`src/rtl/lix_cbuf_if.sv`:
```
// Stream-side bundle for lix_cbuf: pipeline inject handshake, pipeline result
// input and the downstream valid/ready output.
interface lix_cbuf_if #(
  parameter int unsigned W = 32
);
  logic         i_vld;
  logic         o_rdy;
  logic         o_pvld;
  logic [W-1:0] i_x;
  logic         o_vld;
  logic [W-1:0] o_z;
  logic         i_rdy;

  modport slave (
    input  i_vld,
    input  i_x,
    input  i_rdy,
    output o_rdy,
    output o_pvld,
    output o_vld,
    output o_z
  );

  modport master (
    output i_vld,
    output i_x,
    output i_rdy,
    input  o_rdy,
    input  o_pvld,
    input  o_vld,
    input  o_z
  );
endinterface

```
`src/rtl/lix_cbuf.sv`:
```
// Credit-based output buffer: turns a fixed-latency, always-enabled pipeline
// into a valid/ready stream without losing results under back-pressure.
module lix_cbuf #(
  parameter int unsigned W = 32,
  parameter int unsigned N = 2,
  parameter int unsigned D = 4
) (
  input  logic       clk_i,
  input  logic       rst_ni,
  lix_cbuf_if.slave  bus
);

  localparam int unsigned CW = $clog2(D + 1);
  localparam int unsigned PW = (D > 1) ? $clog2(D) : 1;
  localparam logic [CW-1:0] CNT_MAX  = CW'(D);
  localparam logic [PW-1:0] PTR_LAST = PW'(D - 1);

  logic [CW-1:0] cnt, cnt_nxt;
  logic [CW-1:0] occ, occ_nxt;
  logic [PW-1:0] wp, wp_nxt;
  logic [PW-1:0] rp, rp_nxt;
  logic [N-1:0]  vl, vl_nxt;
  logic [W-1:0]  mem [D];

  logic rdy_c;
  logic vld_c;
  logic acc_c;
  logic pop_c;
  logic push_c;

  // Handshake decode; o_rdy depends only on registers and reset.
  assign rdy_c  = rst_ni & (cnt != CNT_MAX);
  assign acc_c  = bus.i_vld & rdy_c;
  assign vld_c  = (occ != '0);
  assign pop_c  = vld_c & bus.i_rdy;
  assign push_c = vl[N-1];

  assign bus.o_rdy  = rdy_c;
  assign bus.o_pvld = acc_c;
  assign bus.o_vld  = vld_c;
  assign bus.o_z    = mem[rp];

  // Credits cover tokens in flight plus FIFO occupancy.
  always_comb begin
    cnt_nxt = cnt;
    if (acc_c && !pop_c) begin
      cnt_nxt = cnt + CW'(1);
    end else if (!acc_c && pop_c) begin
      cnt_nxt = cnt - CW'(1);
    end
  end

  always_comb begin
    occ_nxt = occ;
    if (push_c && !pop_c) begin
      occ_nxt = occ + CW'(1);
    end else if (!push_c && pop_c) begin
      occ_nxt = occ - CW'(1);
    end
  end

  // Pointers wrap explicitly so D need not be a power of two.
  always_comb begin
    wp_nxt = wp;
    rp_nxt = rp;
    if (push_c) begin
      wp_nxt = (wp == PTR_LAST) ? '0 : wp + PW'(1);
    end
    if (pop_c) begin
      rp_nxt = (rp == PTR_LAST) ? '0 : rp + PW'(1);
    end
  end

  // Valid shadow of the pipeline: bit N-1 marks the cycle i_x is meaningful.
  always_comb begin
    vl_nxt = (vl << 1) | N'(acc_c);
  end

  always_ff @(posedge clk_i) begin
    if (!rst_ni) begin
      cnt <= '0;
      occ <= '0;
      wp  <= '0;
      rp  <= '0;
      vl  <= '0;
    end else begin
      cnt <= cnt_nxt;
      occ <= occ_nxt;
      wp  <= wp_nxt;
      rp  <= rp_nxt;
      vl  <= vl_nxt;
    end
  end

  // Storage is intentionally left unreset.
  always_ff @(posedge clk_i) begin
    if (rst_ni && push_c) begin
      mem[wp] <= bus.i_x;
    end
  end

  always @(posedge clk_i) begin
    if (rst_ni) begin
      assert (!(push_c && occ == CNT_MAX))
        else $error("lix_cbuf: push while full");
      assert (!(pop_c && occ == '0))
        else $error("lix_cbuf: pop while empty");
    end
  end

endmodule

```
`src/flat_wrapper.sv`:
```
// flat-port wrapper written by rule: the top's interface ports become plain ports
module lix_cbuf_flat 
#(
  parameter int unsigned W = 32,
  parameter int unsigned N = 2,
  parameter int unsigned D = 4
)
  (clk_i, rst_ni, bus_i_vld, bus_i_x, bus_i_rdy, bus_o_rdy, bus_o_pvld, bus_o_vld, bus_o_z);
  lix_cbuf_if #(.W(W)) bus_i ();
  input  logic clk_i;
  input  logic rst_ni;
  input wire logic [$bits(bus_i.i_vld)-1:0] bus_i_vld;
  input wire logic [$bits(bus_i.i_x)-1:0] bus_i_x;
  input wire logic [$bits(bus_i.i_rdy)-1:0] bus_i_rdy;
  output wire logic [$bits(bus_i.o_rdy)-1:0] bus_o_rdy;
  output wire logic [$bits(bus_i.o_pvld)-1:0] bus_o_pvld;
  output wire logic [$bits(bus_i.o_vld)-1:0] bus_o_vld;
  output wire logic [$bits(bus_i.o_z)-1:0] bus_o_z;
  assign bus_i.i_vld = bus_i_vld;
  assign bus_i.i_x = bus_i_x;
  assign bus_i.i_rdy = bus_i_rdy;
  assign bus_o_rdy = bus_i.o_rdy;
  assign bus_o_pvld = bus_i.o_pvld;
  assign bus_o_vld = bus_i.o_vld;
  assign bus_o_z = bus_i.o_z;
  lix_cbuf #(.W(W), .N(N), .D(D)) u_core (.clk_i(clk_i), .rst_ni(rst_ni), .bus(bus_i));
endmodule
```
`config.mk`:
```
export PLATFORM = sky130hd
export DESIGN_NAME = lix_cbuf_flat
export DESIGN_NICKNAME = d
export VERILOG_FILES = /design/src/rtl/lix_cbuf_if.sv /design/src/rtl/lix_cbuf.sv /design/src/flat_wrapper.sv
export SDC_FILE = /design/constraint.sdc
export NUM_CORES = 1
export LEC_CHECK = 0
export BUFFER_PORTS_ARGS = -buffer_cell sky130_fd_sc_hd__buf_4
export CAP_MARGIN = 5
export CORE_MARGIN = 3
export CORE_UTILIZATION = 57
export DETAILED_ROUTE_END_ITERATION = 7
export PLACE_DENSITY = 0.83
export SKIP_CTS_REPAIR_TIMING = 1
export SLEW_MARGIN = 20
export SYNTH_ARGS = -nofsm -noshare
export SYNTH_HDL_FRONTEND = slang
export SYNTH_SLANG_ARGS = --single-unit
```
`constraint.sdc`:
```
create_clock -name clk_i -period 2.8 [get_ports clk_i]
set_clock_uncertainty 0.2 [all_clocks]
set_input_delay 0.28 -clock clk_i [delete_from_list [all_inputs] [get_ports clk_i]]
set_output_delay 0.28 -clock clk_i [all_outputs]
set_load 0.05 [all_outputs]
```
; ---- After elaboration in Yosys (flattened, before gate mapping)
; Memories as Yosys holds them, arrays and structs flattened. A register that Yosys moved wholly into a read port is not among the register bits.
; Index checks and enable logic that the tools add are counted.
[totals]
ff_bits = 12
elab_cells = 40
out_inout_bits = 35
mem_bits_rw = 128
n_memories = 1
inputBits = 36
[classes]
n_reduce_logical = 11
add_sub_neg = 6
n_mux = 10
eq_ne = 3
bitwise_logic = 4
[memory_table]
columns = name, words, word_bits, rd, rd_clocked_by_memory_dff, write_ports, line
row1 = u_core.mem, 4, 32, 1, 1, 1, lix_cbuf.sv:23  ; logic [W-1:0] mem [D];
[op_table]
columns = op, n
row1 = $mux W3, 4
row2 = $mux W2, 4
row3 = $add A3 B1 Y3 const B, 2
row4 = $sub A3 B1 Y3 const B, 2
row5 = $logic_and A1 B1 Y1, 5
row6 = $add A2 B1 Y2 const B, 2
row7 = $eq A2 B2 Y1 const B, 2
row8 = $reduce_bool A2 Y1, 2
row9 = $and A1 B1 Y1, 3
row10 = $logic_not A1 Y1, 3
row11 = $ne A3 B3 Y1 const B, 1
row12 = $reduce_bool A3 Y1, 1
row13 = $mux W1, 2
row14 = $or A2 B1 Y2, 1

; ---- Longest topological paths before layout
[logic_depth]
ltp_word = 7
depth_mapped = 9
depth_no_buf = 9

; ---- Worst setup path before layout
; No wires, ideal clock.
[synth_timing]
path_type = flip-flop to flip-flop
start = register u_core.cnt[0]
end = register u_core.cnt[2]
arrival_time_ns = 3.513
setup_ns = 0.076
synth_period_minus_slack_ns = 3.788
n_path_buf = 0
stages_incl_launch_ff = 10
setup_slack_ns = -0.988
required_time_ns = 2.524
cell_sequence = dfxtp_1 nor2_1 a21boi_0 and2_1 ha_1 inv_1 fa_1 xor2_1 or3_1 a21boi_0
[synth_via]
elab_chain_len = 6
word_cells_on_any_way = 11
classes_between = 2 x add/sub / 1 x eq/ne / 2 x mux / 2 x bitwise / 4 x reduce/logical
[synth_rtl]
columns = element, line
row1 = start: declaration, lix_cbuf.sv:18  ; logic [CW-1:0] cnt, cnt_nxt;
row2 = start signal: assignment, lix_cbuf.sv:87  ; cnt <= cnt_nxt;
row3 = $ne A3 B3 Y1 (*), lix_cbuf.sv:32  ; assign rdy_c = rst_ni & (cnt != CNT_MAX);
row4 = $and A1 B1 Y1 (*), lix_cbuf.sv:32
row5 = named net bus_o_rdy, flat_wrapper.sv:15  ; output wire logic [$bits(bus_i.o_rdy)-1:0] bus_o_rdy;
row6 = $and A1 B1 Y1 (*), lix_cbuf.sv:33  ; assign acc_c = bus.i_vld & rdy_c;
row7 = named net bus_o_pvld, flat_wrapper.sv:16  ; output wire logic [$bits(bus_i.o_pvld)-1:0] bus_o_pvld;
row8 = $logic_not A1 Y1, lix_cbuf.sv:48  ; end else if (!acc_c && pop_c) begin
row9 = $logic_and A1 B1 Y1, lix_cbuf.sv:48
row10 = $reduce_bool A2 Y1 (no source line), -
; The timed path passes the listed nets; every way through them passes the cells marked *. The select of a mux whose other input is x is not followed.
; A chain may end at the register's enable or synchronous reset.

==> results.rst <==
.. list-table::
   :header-rows: 1

   * - Metric
     - Value
   * - DRT Pass-1 Iters
     - 4
   * - Number of antenna diodes
     - 0
   * - Synth Area per Inst
     - 22.9 um^2
   * - Predominant post-synthesis flop cell
     - edfxtp_1
   * - Total congestion overflow
     - 0
   * - Synthesis warning total
     - 0
   * - Type of element launching the critical path
     - register
   * - Number of sinks handled by clock tree synthesis
     - 142
   * - Data required, critical path
     - 2320 ps
   * - Run status
     - finished clean
   * - Slowest stage cell, crit path
     - dfxtp_2
   * - Number of nets in the final layout
     - 401
   * - Slew Viols, Final
     - 0
   * - Syn_nets
     - 278
   * - Clock Path Buffers
     - 2
   * - Worst-Skew Late Latency
     - 510 ps
   * - Clock slew at the register clock pins of the worst setup and hold paths
     - 60 ps
   * - Sequential group share of total power
     - 0.400
   * - Number of synthesized register bits
     - 142
   * - Delay of the slowest cell on the worst path
     - 580 ps
   * - Final Hold Violating Endpoints
     - 0
   * - Gate Count Post-Synth
     - 233
   * - Floorplan die height
     - 103 um
   * - Global-route wire length before repair
     - 14000 um
   * - Fmax
     - 382 MHz
   * - Number of rows created at floorplan
     - 34
   * - Starting utilization of the core area
     - 0.598
   * - Fraction of registers with async set or reset after synthesis
     - 0
   * - Aggregate routed wire length
     - 9590 um
   * - Number of violations of the max-capacitance limit
     - 0
   * - Detailed-route DRC error count
     - 0
   * - Area share of the leading cell type in the synthesized netlist
     - 0.719
   * - Count of flip-flops with a built-in enable after synthesis
     - 128
   * - Final worst path period share
     - 0.935
   * - Static Leakage
     - 2.44 nW
   * - Maximum number of pins on one net before global-route repair
     - 33
   * - Most common cell in the netlist
     - edfxtp_1
   * - Reported net switching power
     - 1.89 mW
   * - Sum Neg Setup Slack
     - 0 ps
   * - Pwr dens
     - 895 nW/um^2
   * - Share of cells above drive strength 1
     - 0.393
   * - Worst EP arrival
     - 2140 ps
   * - Iteration-0 DRC count of the detailed router
     - 115
   * - Number of antenna violations at the first check in global routing
     - 0
   * - Number of global-route vias before repair
     - 2642
   * - Avg Vias per Cell
     - 5.51
   * - Dominant cell type by area after synthesis
     - edfxtp_1
   * - Top cells by instance count after synthesis
     - 128 x edfxtp_1, 30 x mux4_2, 14 x dfxtp_1
   * - Maximum vdd ir drop
     - 0.608 mV
   * - Sequential cell area fraction in the yosys report
     - 0.772
   * - Critical Path Fanout Max
     - 11
   * - Sw Ratio
     - 0.304
   * - CP endpoint kind
     - output port
   * - Summed instance area of the synthesized netlist
     - 5340 um^2
   * - Floorplan core area
     - 8930 um^2
   * - Via Count
     - 2627
   * - Clock period minus worst slack
     - 2620 ps
   * - Synth unique cells
     - 25
   * - I/O pin total
     - 71
   * - Filler Cell Count
     - 465
   * - CTS buffer count
     - 17
   * - HPWL reported at the end of detailed placement
     - 5430 um
   * - Wire per inst
     - 20.1 um
   * - Leading post-synthesis cells by cell area
     - edfxtp_1 72%, mux4_2 13%, dfxtp_1 5.2%
   * - Total Die Area
     - 10600 um^2
   * - TritonCTS clock tree
     - done
   * - Count of endpoints failing setup in the final report
     - 0
   * - Buffer type at the clock tree root
     - clkbuf_8
   * - HP Class
     - reg -> reg
   * - Max transition margin
     - 0.650
   * - Path type of the worst setup path
     - reg -> out
   * - Count of H-tree levels built during CTS
     - 4
   * - Overall routing resource usage
     - 0.186
   * - Antenna-violating nets left
     - 0
   * - Share of total power in combinational logic
     - 0.263
   * - RePlAce Congestion
     - 0.670
   * - Cells traversed along the worst timing path
     - buf_4, mux4_2, buf_4
   * - Tot Pwr
     - 6.22 mW
   * - Internal Dissipation
     - 4.32 mW
   * - Most frequent cell on the critical path
     - buf_4
   * - Least-Margin Pin Slew
     - 524 ps
   * - Layout overhead on the synthesized area
     - 30.0%
   * - Die width
     - 103 um
   * - Fraction of power consumed by the clock network
     - 0.337
   * - Number of buffer cells added on primary ports
     - 70
   * - Setup repair after global routing missed its margin
     - no
registers in the layout, summed over array words and instances (netlist names), named ones only:
signal	cells
u_core.mem	128
u_core.cnt	3
u_core.occ	3
u_core.wp	2
u_core.rp	2
u_core.vl	2
power by group through the flow:
stage / Clock, mW / Combinational (mW) / Sequential (mW)
2_1_floorplan: 0 / 1.28 / 2.47
3_3_place_gp: 0 / 1.57 / 2.52
3_5_place_dp: 0 / 1.60 / 2.53
4_1_cts: 2.13 / 1.61 / 2.49
5_1_grt: 2.24 / 1.73 / 2.50
6_report: 2.10 / 1.63 / 2.49
cells in the final DEF, fill, tap and decap left out, types with 3 or more instances in the layout:
cell,instances
and2_1,4
and3_2,4
buf_12,4
buf_4,73
clkbuf_16,16
clkinv_2,4
clkinv_4,3
dfxtp_1,13
dlygate4sd3_1,35
edfxtp_1,128
ha_1,7
inv_1,4
mux2i_1,4
mux4_2,30
nor2b_1,4
o21ai_0,3
or3_1,4
metal layers:
| layer | track usage | part of all wire | up-vias |
|---|---|---|---|
| li1 | - | - | 1210 |
| met1 | 0.232 | 0.41 | 1339 |
| met2 | 0.308 | 0.54 | 72 |
| met3 | 0.0670 | 0.043 | 6 |
| met4 | 0.0578 | 0.0061 | 0 |
| met5 | 0 | 0 | - |
worst max-delay path: cells and delay by family, from the launching register on:
kind                   cells  cell delay (ps)
buffers and inverters      2              490
DFF                        1              580
muxes                      1              550
cell families (layout without fill, tap and decap cells):
family | Yosys count | after routing | share of synthesized area
xor gates and xnor gates | 4 | 4 | 0.00656
DFF | 142 | 142 | 0.772
buffers and inverters | 12 | 148 | 0.0197
and+or+nand+nor | 22 | 22 | 0.0236
AOI/OAI and AO/OA | 8 | 8 | 0.0108
muxes | 36 | 36 | 0.144
adders and majority gates | 9 | 9 | 0.0239
final timing paths:
| path | startpoint | end | slack, ps | cells past startpoint |
|---|---|---|---|---|
| min reg2reg | u_core.vl[0] | u_core.vl[1] | 240 | 1 |
| min | u_core.vl[0] | u_core.vl[1] | 240 | 1 |
| max | register | bus_o_z[25] | 180 | 3 |
| max reg2reg | u_core.occ[1] | u_core.occ[2] | 320 | 7 |
area by class of cell:
cell class | count | area, um^2 | share of cell area
clock buffers | 18 | 418 | 0.0602
clock inverters | 14 | 143 | 0.0205
inverters | 4 | 15.0 | 0.00216
multi-input cells | 79 | 1130 | 0.163
flip-flops and latches | 142 | 4130 | 0.594
well taps | 108 | 135 | 0.0195
repair buffers | 112 | 978 | 0.141
through the flow:
step | area (um^2) | instances | worst slack, ps | utilization | hold WS, ps
after CTS | 6600 | 442 | 136 | 0.738 | -255
after detailed placement | 6040 | 410 | 318 | 0.676 | 223
after floorplan | 5360 | 233 | 67.5 | - | 179
after global placement | 6040 | 410 | 469 | 0.676 | 215
after global routing | 6950 | 477 | 44.2 | 0.778 | 258
final | 6950 | 477 | 183 | 0.778 | 235
Note: power is estimated with default switching activity, not from simulation.
